`src/rtl/nibble_loader_pkg.sv`:
```
// Shared types and defaults for the nibble-serial channel loader.
// Holds the loader FSM state encoding and default nibble/channel widths.
package nibble_loader_pkg;

  typedef enum logic [1:0] {
    IDLE = 2'd0,
    LOAD = 2'd1,
    DONE = 2'd2
  } state_t;

  localparam int NIB_W_DEF = 4;
  localparam int CH_W_DEF  = 128;

  function automatic int nib_count(input int ch_w, input int nib_w);
    return ch_w / nib_w;
  endfunction

endpackage

```
`src/rtl/nibble_shift_chan.sv`:
```
// One loader channel: a nibble shift register, MSB-nibble first.
// Ports: clk, rst_n (sync, active low), shift_en, commit, clr, din, q.
// Build option SHADOW_EN: q comes from a shadow register that is
// loaded atomically on commit; otherwise q is the live shift register.
module nibble_shift_chan
  import nibble_loader_pkg::*;
#(
  parameter int NIB_W = NIB_W_DEF,
  parameter int CH_W  = CH_W_DEF
) (
  input  logic             clk,
  input  logic             rst_n,
  input  logic             shift_en,
  input  logic             commit,
  input  logic             clr,
  input  logic [NIB_W-1:0] din,
  output logic [CH_W-1:0]  q
);

  logic [CH_W-1:0] sh;
  logic [CH_W-1:0] nxt;

  assign nxt = {sh[CH_W-NIB_W-1:0], din};

  always_ff @(posedge clk) begin
    if (!rst_n) begin
      sh <= '0;
    end else if (clr) begin
      sh <= '0;
    end else if (shift_en) begin
      sh <= nxt;
    end
  end

`ifdef SHADOW_EN
  logic [CH_W-1:0] shadow;

  // commit coincides with the final shift, so take the
  // post-shift value directly rather than waiting a cycle.
  always_ff @(posedge clk) begin
    if (!rst_n) begin
      shadow <= '0;
    end else if (clr) begin
      shadow <= '0;
    end else if (commit) begin
      shadow <= nxt;
    end
  end

  assign q = shadow;
`else
  logic unused_commit;
  assign unused_commit = commit;
  assign q = sh;
`endif

endmodule

```
`src/rtl/nibble_chan_loader.sv`:
```
// Multi-channel nibble-serial register loader with frame handshake.
// Ports: clk, rst_n, frame, sel, wr_stb, din, clr -> regs, ch_full,
// busy, err_ovf, err_short. Build option SHADOW_EN (see channel).
module nibble_chan_loader
  import nibble_loader_pkg::*;
#(
  parameter int NIB_W  = NIB_W_DEF,
  parameter int NUM_CH = 2,
  parameter int CH_W   = CH_W_DEF,
  parameter int SEL_W  = 1
) (
  input  logic                   clk,
  input  logic                   rst_n,
  input  logic                   frame,
  input  logic [SEL_W-1:0]       sel,
  input  logic                   wr_stb,
  input  logic [NIB_W-1:0]       din,
  input  logic                   clr,
  output logic [NUM_CH*CH_W-1:0] regs,
  output logic [NUM_CH-1:0]      ch_full,
  output logic                   busy,
  output logic                   err_ovf,
  output logic                   err_short
);

  localparam int NNIB  = nib_count(CH_W, NIB_W);
  localparam int CNT_W = $clog2(NNIB + 1);

  state_t             state;
  logic [SEL_W-1:0]   ch;
  logic [CNT_W-1:0]   cnt;

  logic               stb_load;
  logic               last;
  logic               clr_idle;
  logic [NUM_CH-1:0]  sel_mask;
  logic [NUM_CH-1:0]  ch_mask;
  logic [NUM_CH-1:0]  shift_en;
  logic [NUM_CH-1:0]  commit;
  logic [NUM_CH-1:0]  clr_ch;

  assign stb_load = (state == LOAD) && wr_stb;
  assign last     = (cnt == CNT_W'(NNIB - 1));
  assign clr_idle = (state == IDLE) && !frame && clr;

  for (genvar k = 0; k < NUM_CH; k++) begin : g_ch
    assign sel_mask[k] = (sel == SEL_W'(k));
    assign ch_mask[k]  = (ch == SEL_W'(k));
    assign shift_en[k] = stb_load && ch_mask[k];
    assign commit[k]   = shift_en[k] && last;
    assign clr_ch[k]   = clr_idle && sel_mask[k];

    nibble_shift_chan #(
      .NIB_W (NIB_W),
      .CH_W  (CH_W)
    ) u_chan (
      .clk      (clk),
      .rst_n    (rst_n),
      .shift_en (shift_en[k]),
      .commit   (commit[k]),
      .clr      (clr_ch[k]),
      .din      (din),
      .q        (regs[k*CH_W +: CH_W])
    );
  end

  always_ff @(posedge clk) begin
    if (!rst_n) begin
      state     <= IDLE;
      ch        <= '0;
      cnt       <= '0;
      ch_full   <= '0;
      busy      <= 1'b0;
      err_ovf   <= 1'b0;
      err_short <= 1'b0;
    end else begin
      unique case (state)
        IDLE: begin
          if (frame) begin
            ch        <= sel;
            cnt       <= '0;
            ch_full   <= ch_full & ~sel_mask;
            err_ovf   <= 1'b0;
            err_short <= 1'b0;
            state     <= LOAD;
            busy      <= 1'b1;
          end else if (clr) begin
            ch_full <= ch_full & ~sel_mask;
          end
        end
        LOAD: begin
          if (wr_stb) begin
            cnt <= cnt + CNT_W'(1);
          end
          // A completing strobe wins over a simultaneous frame drop:
          // the channel is full, so the frame was not short.
          if (wr_stb && last) begin
            ch_full <= ch_full | ch_mask;
            state   <= frame ? DONE : IDLE;
            busy    <= frame;
          end else if (!frame) begin
            err_short <= 1'b1;
            state     <= IDLE;
            busy      <= 1'b0;
          end
        end
        DONE: begin
          if (wr_stb) begin
            err_ovf <= 1'b1;
          end
          if (!frame) begin
            state <= IDLE;
            busy  <= 1'b0;
          end
        end
        default: begin
          state <= IDLE;
          busy  <= 1'b0;
        end
      endcase
    end
  end

endmodule

```
`config.mk`:
```
export PLATFORM = sky130hd
export DESIGN_NAME = nibble_chan_loader
export DESIGN_NICKNAME = d
export VERILOG_FILES = /design/src/rtl/nibble_loader_pkg.sv /design/src/rtl/nibble_shift_chan.sv /design/src/rtl/nibble_chan_loader.sv
export SDC_FILE = /design/constraint.sdc
export NUM_CORES = 1
export LEC_CHECK = 0
export BUFFER_PORTS_ARGS = -buffer_cell sky130_fd_sc_hd__buf_2
export CAP_MARGIN = 10
export CORE_UTILIZATION = 30
export DETAILED_ROUTE_END_ITERATION = 7
export SKIP_CTS_REPAIR_TIMING = 1
export SYNTH_ARGS = -nofsm -noshare
export SYNTH_HDL_FRONTEND = slang
export SYNTH_SLANG_ARGS = --single-unit
```
`constraint.sdc`:
```
create_clock -name clk -period 2.1 [get_ports clk]
set_input_delay 0.525 -clock clk [delete_from_list [all_inputs] [get_ports clk]]
set_output_delay 0.525 -clock clk [all_outputs]
set_load 0.02 [all_outputs]
```
==> out/results.txt, run 1 <==
worst-case vdd ir drop: 0.536 mV
layout cell share with drive strength beyond 1: 24.6%
total buffers and inverters traversed by the critical path: 1
power per cell area: 848 mW/mm^2
endpoint type of the worst setup path: flop
Hold Startpoint: din[1]
routed wire length per instance: 13.7 um
commonest cells after routing, fill and taps aside: sky130_fd_sc_hd__nand2_1 (518), sky130_fd_sc_hd__dfxtp_1 (270), sky130_fd_sc_hd__buf_2 (270)
DR iter-0 viols: 494
arrival time of the worst setup path: 2.23 ns
class of the most critical setup path: reg -> reg
pin count of the biggest net entering global routing: 85
overall die area: 0.0327 mm^2
std cell rows: 65
GRT Residual Overflow: 0
cell with the largest stage delay on the worst path: sky130_fd_sc_hd__or4_1
count of flip-flops with a built-in enable after synthesis: 0
hold path endpoint: g_ch[0].u_chan.q[1]$_SDFFE_PP0P_
Worst R2R Path Depth: 4
global-route wire length before repair: 40400 um
clock edge transition at the registers on the reported setup and hold paths: 0.06 ns
Std-Cell Core Area: 0.0315 mm^2
Cells after Synth: 1191
Hold Path Class: in -> reg
number of max-cap violations: 0
Post-Synthesis Net Count: 1202
root cell of the clock tree: sky130_fd_sc_hd__clkbuf_16
Critical R2R Launch: state[0]$_SDFFE_PN0P_
area taken by flip-flops and latches: 0.00541 mm^2
number of antenna-violating nets in the routed design: 0
total via count in the routed design: 8533
Clock Power Share: 47.8%
share of total power in sequential cells: 48.9%
setup repair after global routing missed its margin: false
number of stages on the worst hold path: 3
slew at the pin closest to its max-slew limit: 0.641 ns
Max Transition Viols Final: 0
dominant synthesized flop cell: sky130_fd_sc_hd__dfxtp_1
Cell Chain, Critical Path: buf_4 -> mux2i_1 -> or4_1 -> a21oi_1
switching power: 2.27 mW
Slowest Stage Delay on Critical Path: 0.55 ns
Reg2Reg Setup Slack: 0.32 ns
fraction of the yosys area taken by sequential cells: 56.3%
Die Wd: 181 um
distinct cell type count of the synthesized netlist: 35
Fin Setup TNS: 0 ns
Final GP Congestion: 0.780
antenna cells: 0
die height: 181 um
number of warning messages in the yosys log: 0
Global Route Usage Sum: 14.8%
initial antenna violation count: 0
TritonCTS buffer count: 29
number of port buffers: 270
combinational cell fraction of total power: 3.3%
status: finished, final reports clean
number of instances in the placed design: 1807
most common cell after layout, fill and taps aside: sky130_fd_sc_hd__nand2_1
Max transition margin: 56.0%
final setup violating endpoints: 0
internal cell power: 8.24 mW
buffer depth of the longest clock path: 3
Total Wirelength: 25400 um
dominant cells by area after synthesis: sky130_fd_sc_hd__dfxtp_1 (56%), sky130_fd_sc_hd__nand2_1 (20%), sky130_fd_sc_hd__a21oi_1 (14%), sky130_fd_sc_hd__buf_6 (2.9%), sky130_fd_sc_hd__clkbuf_1 (1.5%)
area growth from synthesis to layout: 29.1%
crit start category: flop
count of H-tree levels built during CTS: 1
worst path required time: 2.56 ns
ports placed on the boundary: 271
top-area cell type share of the netlist area: 56.3%
clock sink count: 270
Remaining DRCs: 0
shortest period the worst path allows: 1.78 ns
routed via count divided by cell count: 4.59
Final Hold Viols: 0
first-pass iteration count of the detailed router: 4
synthesized area: 0.00960 mm^2
placed wire-length estimate: 17200 um
post-route fraction of the period consumed by the critical path: 84.6%
maximum achievable frequency: 563 MHz
leading area contributor after synthesis: sky130_fd_sc_hd__dfxtp_1
Syn Area/Cell: 8.06 um^2
clock insertion delay at the later pin of the skew report: 0.54 ns
post-synthesis register bit count: 270
reg-to-reg endpoint: cnt[5]$_SDFFE_PN0P_
clock tree from TritonCTS: yes
static leakage: 4.96 nW
largest clock skew in the final design: 0.0164 ns
area of the multi-input gates: 0.00366 mm^2
Nets: 1447
via count of the first global-routing pass: 7614
family with the most delay on the worst path: simple AND/OR/NAND/NOR gates
Non-Filler Instances: 1858
Critical Path Fanout Max: 11
proportion of synthesized flip-flops having asynchronous set or reset: 0%
tightest hold margin: 0.242 ns
switching share of power: 21.6%
Filler Cells Inserted: 3255
effective utilization at floorplan: 30.5%
-- cells by family (layout without fill, tap and decap cells) --
kind of cell | Yosys count | count (layout) | synth area share (%)
DFF | 270 | 270 | 56.3
adders and majority gates | 1 | 1 | 0.130
muxes | 2 | 2 | 0.209
and+or+nand+nor | 539 | 539 | 22.0
AOI/OAI and AO/OA | 284 | 284 | 15.3
buffers and inverters | 95 | 360 | 5.97
-- power by group through the flow --
stage          Combinational, mW  Sequential, mW  Clock [mW]
5_1_grt                    0.375            5.14        5.40
3_5_place_dp               0.348            5.25           0
4_1_cts                    0.349            5.14        5.16
3_3_place_gp               0.347            5.25           0
2_1_floorplan              0.242            5.26           0
6_report                   0.344            5.14        5.02
-- metal layers --
metal	GRT usage, %	vias to the layer above	part of all wire [%]
li1	-	4353	-
met1	19.8	3913	45
met2	23.2	235	45
met3	4.23	32	7.8
met4	3.73	0	1.7
met5	0	-	0
-- Yosys cell counts, types with 2 or more instances --
library cell               count
sky130_fd_sc_hd__nand2_1     518
sky130_fd_sc_hd__buf_1         9
sky130_fd_sc_hd__nand4b_1      4
sky130_fd_sc_hd__clkbuf_1     38
sky130_fd_sc_hd__o21ai_2       2
sky130_fd_sc_hd__dfxtp_1     270
sky130_fd_sc_hd__and4b_1       2
sky130_fd_sc_hd__o41ai_1       2
sky130_fd_sc_hd__inv_1         6
sky130_fd_sc_hd__buf_4         3
sky130_fd_sc_hd__buf_2        14
sky130_fd_sc_hd__a21oi_1     264
sky130_fd_sc_hd__o22ai_1       2
sky130_fd_sc_hd__or4_1         4
sky130_fd_sc_hd__nor2_1        2
sky130_fd_sc_hd__o31ai_1       3
sky130_fd_sc_hd__o21ai_0       5
sky130_fd_sc_hd__mux2i_1       2
sky130_fd_sc_hd__buf_6        25
-- worst min-delay path, cell delays in order --
cell	delay, ns
sky130_fd_sc_hd__buf_2	0.11
sky130_fd_sc_hd__nand2_1	0.05
sky130_fd_sc_hd__a21oi_1	0.05
-- sequential cells by signal (all words and copies together), names as in the netlist --
name / cells
ch_full: 2
state: 2
cnt: 6
err_ovf: 1
err_short: 1
busy: 1
ch: 1
g_ch.u_chan.q: 256
-- stage by stage --
step | utilization, % | cell area (um^2) | power, mW | setup slack (ns)
after floorplan | - | 9600 | 5.50 | 0.460
after global routing | 39.4 | 12400 | 10.9 | 0.140
after global placement | 36.3 | 11400 | 5.60 | 0.185
after detailed placement | 36.3 | 11400 | 5.60 | 0.163
final | 39.4 | 12400 | 10.5 | 0.323
after CTS | 39.4 | 12400 | 10.6 | 0.335
-- final cells by class --
| type | instances | share of cell area [%] |
|---|---|---|
| Sequential cell | 270 | 43.6 |
| Multi-Input combinational cell | 826 | 29.5 |
| Timing Repair Buffer | 303 | 14.9 |
| Clock buffer | 43 | 7.09 |
| Tap cell | 402 | 4.06 |
| Clock inverter | 8 | 0.626 |
| Inverter | 6 | 0.182 |
-- worst max path at each step --
| stage | start | end | slack, ns | cells after the start |
|---|---|---|---|---|
| finish | state[0]$_SDFFE_PN0P_ | cnt[5]$_SDFFE_PN0P_ | 0.32 | 4 |
| global placement | frame | g_ch[0].u_chan.q[61]$_SDFFE_PP0P_ | 0.19 | 6 |
| CTS | state[0]$_SDFFE_PN0P_ | cnt[5]$_SDFFE_PN0P_ | 0.33 | 4 |
| global route | state[0]$_SDFFE_PN0P_ | cnt[5]$_SDFFE_PN0P_ | 0.14 | 4 |
| detailed placement | wr_stb | g_ch[1].u_chan.q[96]$_SDFFE_PP0P_ | 0.16 | 5 |
| floorplan | frame | g_ch[1].u_chan.q[74]$_SDFFE_PP0P_ | 0.46 | 5 |
No activity file was read; power rests on OpenSTA's default activity.
==> run 2: changes to the inputs <==
==> constraint.sdc (replaced) <==
create_clock -name clk -period 1.7 [get_ports clk]
set_input_delay 0.425 -clock clk [delete_from_list [all_inputs] [get_ports clk]]
set_output_delay 0.425 -clock clk [all_outputs]
set_load 0.02 [all_outputs]
==> out/results.txt, run 2 (synthesis results as in run 1) <==
status: finished, final reports clean
number of stages on the worst hold path: 3 (unchanged)
Max transition margin: 66.2% (+10 points)
clock tree from TritonCTS: yes
ports placed on the boundary: 271 (unchanged)
Hold Path Class: in -> reg
overall die area: 0.0327 mm^2 (unchanged)
hold path endpoint: g_ch[0].u_chan.q[1]$_SDFFE_PP0P_
Die Wd: 181 um (unchanged)
max reg flops: 256 (unchanged)
Hold Startpoint: din[1]
area taken by flip-flops and latches: 0.00541 mm^2 (unchanged)
largest clock skew in the final design: 0.0106 ns (-0.00580 ns)
Critical Path Fanout Max: 24 (+13)
arrival time of the worst setup path: 2.06 ns (-0.17 ns)
post-route fraction of the period consumed by the critical path: 93.9% (+9.3 points)
shortest period the worst path allows: 1.60 ns (-0.180 ns)
power per cell area: 1050 mW/mm^2 (+23%)
slew at the pin closest to its max-slew limit: 0.495 ns (-0.146 ns)
total chip power: 13.2 mW (+26%)
total via count in the routed design: 8659 (+1.5%)
first-pass iteration count of the detailed router: 4 (unchanged)
Final Hold Viols: 0 (unchanged)
initial antenna violation count: 1 (+1)
maximum achievable frequency: 626 MHz (+11%)
setup repair after global routing missed its margin: false
Nets: 1463 (+1.1%)
post-layout worst setup margin: 0.103 ns (-0.220 ns)
clock insertion delay at the later pin of the skew report: 0.54 ns (about the same)
std cell rows: 65 (unchanged)
Worst R2R Path Depth: 5 (+1)
clock edge transition at the registers on the reported setup and hold paths: 0.06 ns (about the same)
setup slack after placement: -0.0694 ns (-0.233 ns)
Std-Cell Core Area: 0.0315 mm^2 (unchanged)
Reg2Reg Setup Slack: 0.10 ns (-0.22 ns)
number of port buffers: 270 (unchanged)
via count of the first global-routing pass: 7923 (+4.1%)
area of the multi-input gates: 0.00366 mm^2 (+0.10%)
placed wire-length estimate: 17800 um (+3.2%)
static leakage: 5.08 nW (+2.5%)
count of H-tree levels built during CTS: 1 (unchanged)
Critical R2R Launch: state[1]$_SDFFE_PN0P_
pin count of the biggest net entering global routing: 52 (-39%)
worst path required time: 2.16 ns (-0.40 ns)
reg-to-reg endpoint: g_ch[1].u_chan.q[91]$_SDFFE_PP0P_
global-route wire length before repair: 41500 um (+2.6%)
class of the most critical setup path: reg -> reg
DR iter-0 viols: 440 (-11%)
root cell of the clock tree: sky130_fd_sc_hd__clkbuf_16
number of max-cap violations: 0 (unchanged)
Total Wirelength: 25700 um (+1.4%)
die height: 181 um (unchanged)
most common cell after layout, fill and taps aside: sky130_fd_sc_hd__nand2_1
Max Transition Viols Final: 0 (unchanged)
Filler Cells Inserted: 3224 (-0.95%)
worst-case vdd ir drop: 0.708 mV (+32%)
commonest cells after routing, fill and taps aside: sky130_fd_sc_hd__nand2_1 (518), sky130_fd_sc_hd__dfxtp_1 (270), sky130_fd_sc_hd__buf_2 (270)
clock sink count: 270 (unchanged)
Remaining DRCs: 0 (unchanged)
GRT Residual Overflow: 0 (unchanged)
effective utilization at floorplan: 30.5% (unchanged)
buffer depth of the longest clock path: 3 (unchanged)
final setup violating endpoints: 0 (unchanged)
number of antenna-violating nets in the routed design: 0 (unchanged)
area growth from synthesis to layout: 31.4%
routed wire length per instance: 13.7 um (+0.38%)
TritonCTS buffer count: 29 (unchanged)
crit start category: flop
layout cell share with drive strength beyond 1: 25.7% (+1.1 points)
Global Route Usage Sum: 15.1% (+0.38 points)
Final GP Congestion: 0.779 (-0.15%)
routed via count divided by cell count: 4.61 (+0.45%)
endpoint type of the worst setup path: flop
==> run 2: cell types whose count changed in the layout (fill, tap and decap cells not counted), sizes merged <==
cell and delta:
buf +16, clkinv +6, bufinv +1, inv -1, diode +1, clkbuf -4
==> run 2: per-layer routing <==
metal | part of all wire (%) | vias to the layer above | global-route usage (%)
li1 | - | 4392 | -
met1 | 45 | 3992 | 20.1
met2 | 45 | 239 | 24.0
met3 | 7.7 | 36 | 4.37
met4 | 1.7 | 0 | 3.83
met5 | 0 | - | 0
==> run 2: per-stage QoR <==
stage                     hold slack (ns)  util, %  setup TNS (ns)  instance area [um^2]  instances
final                               0.157     40.1               0                 12600       1877
after global routing                0.139     40.1               0                 12600       1877
after CTS                           0.126     40.1               0                 12600       1876
after detailed placement            0.444     36.9           -7.68                 11600       1823
after global placement              0.439     36.9           -6.54                 11600       1823
after floorplan                     0.448        -               0                  9600       1191
==> run 2: worst max-delay path by stage <==
| stage | startpoint | end | slack [ns] | depth (start not counted) |
|---|---|---|---|---|
| final | state[1]$_SDFFE_PN0P_ | g_ch[1].u_chan.q[91]$_SDFFE_PP0P_ | 0.10 | 5 |
| after global routing | state[1]$_SDFFE_PN0P_ | g_ch[1].u_chan.q[91]$_SDFFE_PP0P_ | 0.02 | 5 |
| after CTS | g_ch[0].u_chan.q[16]$_SDFFE_PP0P_ | regs[16] | 0.08 | 1 |
| after detailed placement | frame | g_ch[0].u_chan.q[39]$_SDFFE_PP0P_ | -0.07 | 6 |
| after global placement | frame | g_ch[0].u_chan.q[104]$_SDFFE_PP0P_ | -0.05 | 6 |
| after floorplan | state[0]$_SDFFE_PN0P_ | g_ch[1].u_chan.q[74]$_SDFFE_PP0P_ | 0.13 | 6 |
==> run 2: cell type report <==
class,instances,area share [%]
multi-input cells,826,29.0
inverters,6,0.179
flip-flops and latches,270,42.9
diodes,1,0.0198
well taps,402,3.99
clock buffers,39,6.69
clock inverters,14,1.14
repair buffers,319,16.1
==> run 2: where the power goes <==
| group | switching, mW | leakage, nW | internal, mW |
|---|---|---|---|
| sequential | 0.00896 | 2.17 | 6.34 |
| combinational | 0.307 | 2.42 | 0.168 |
| clock | 2.59 | 0.489 | 3.79 |
| total | 2.91 | 5.08 | 10.3 |
==> run 2: critical path, cell delays in order, from the launching register on <==
cell and delay [ns]:
sky130_fd_sc_hd__dfxtp_1 0.31, sky130_fd_sc_hd__buf_4 0.20, sky130_fd_sc_hd__and4b_4 0.52, sky130_fd_sc_hd__buf_4 0.27, sky130_fd_sc_hd__nand2_1 0.07, sky130_fd_sc_hd__a21oi_1 0.14
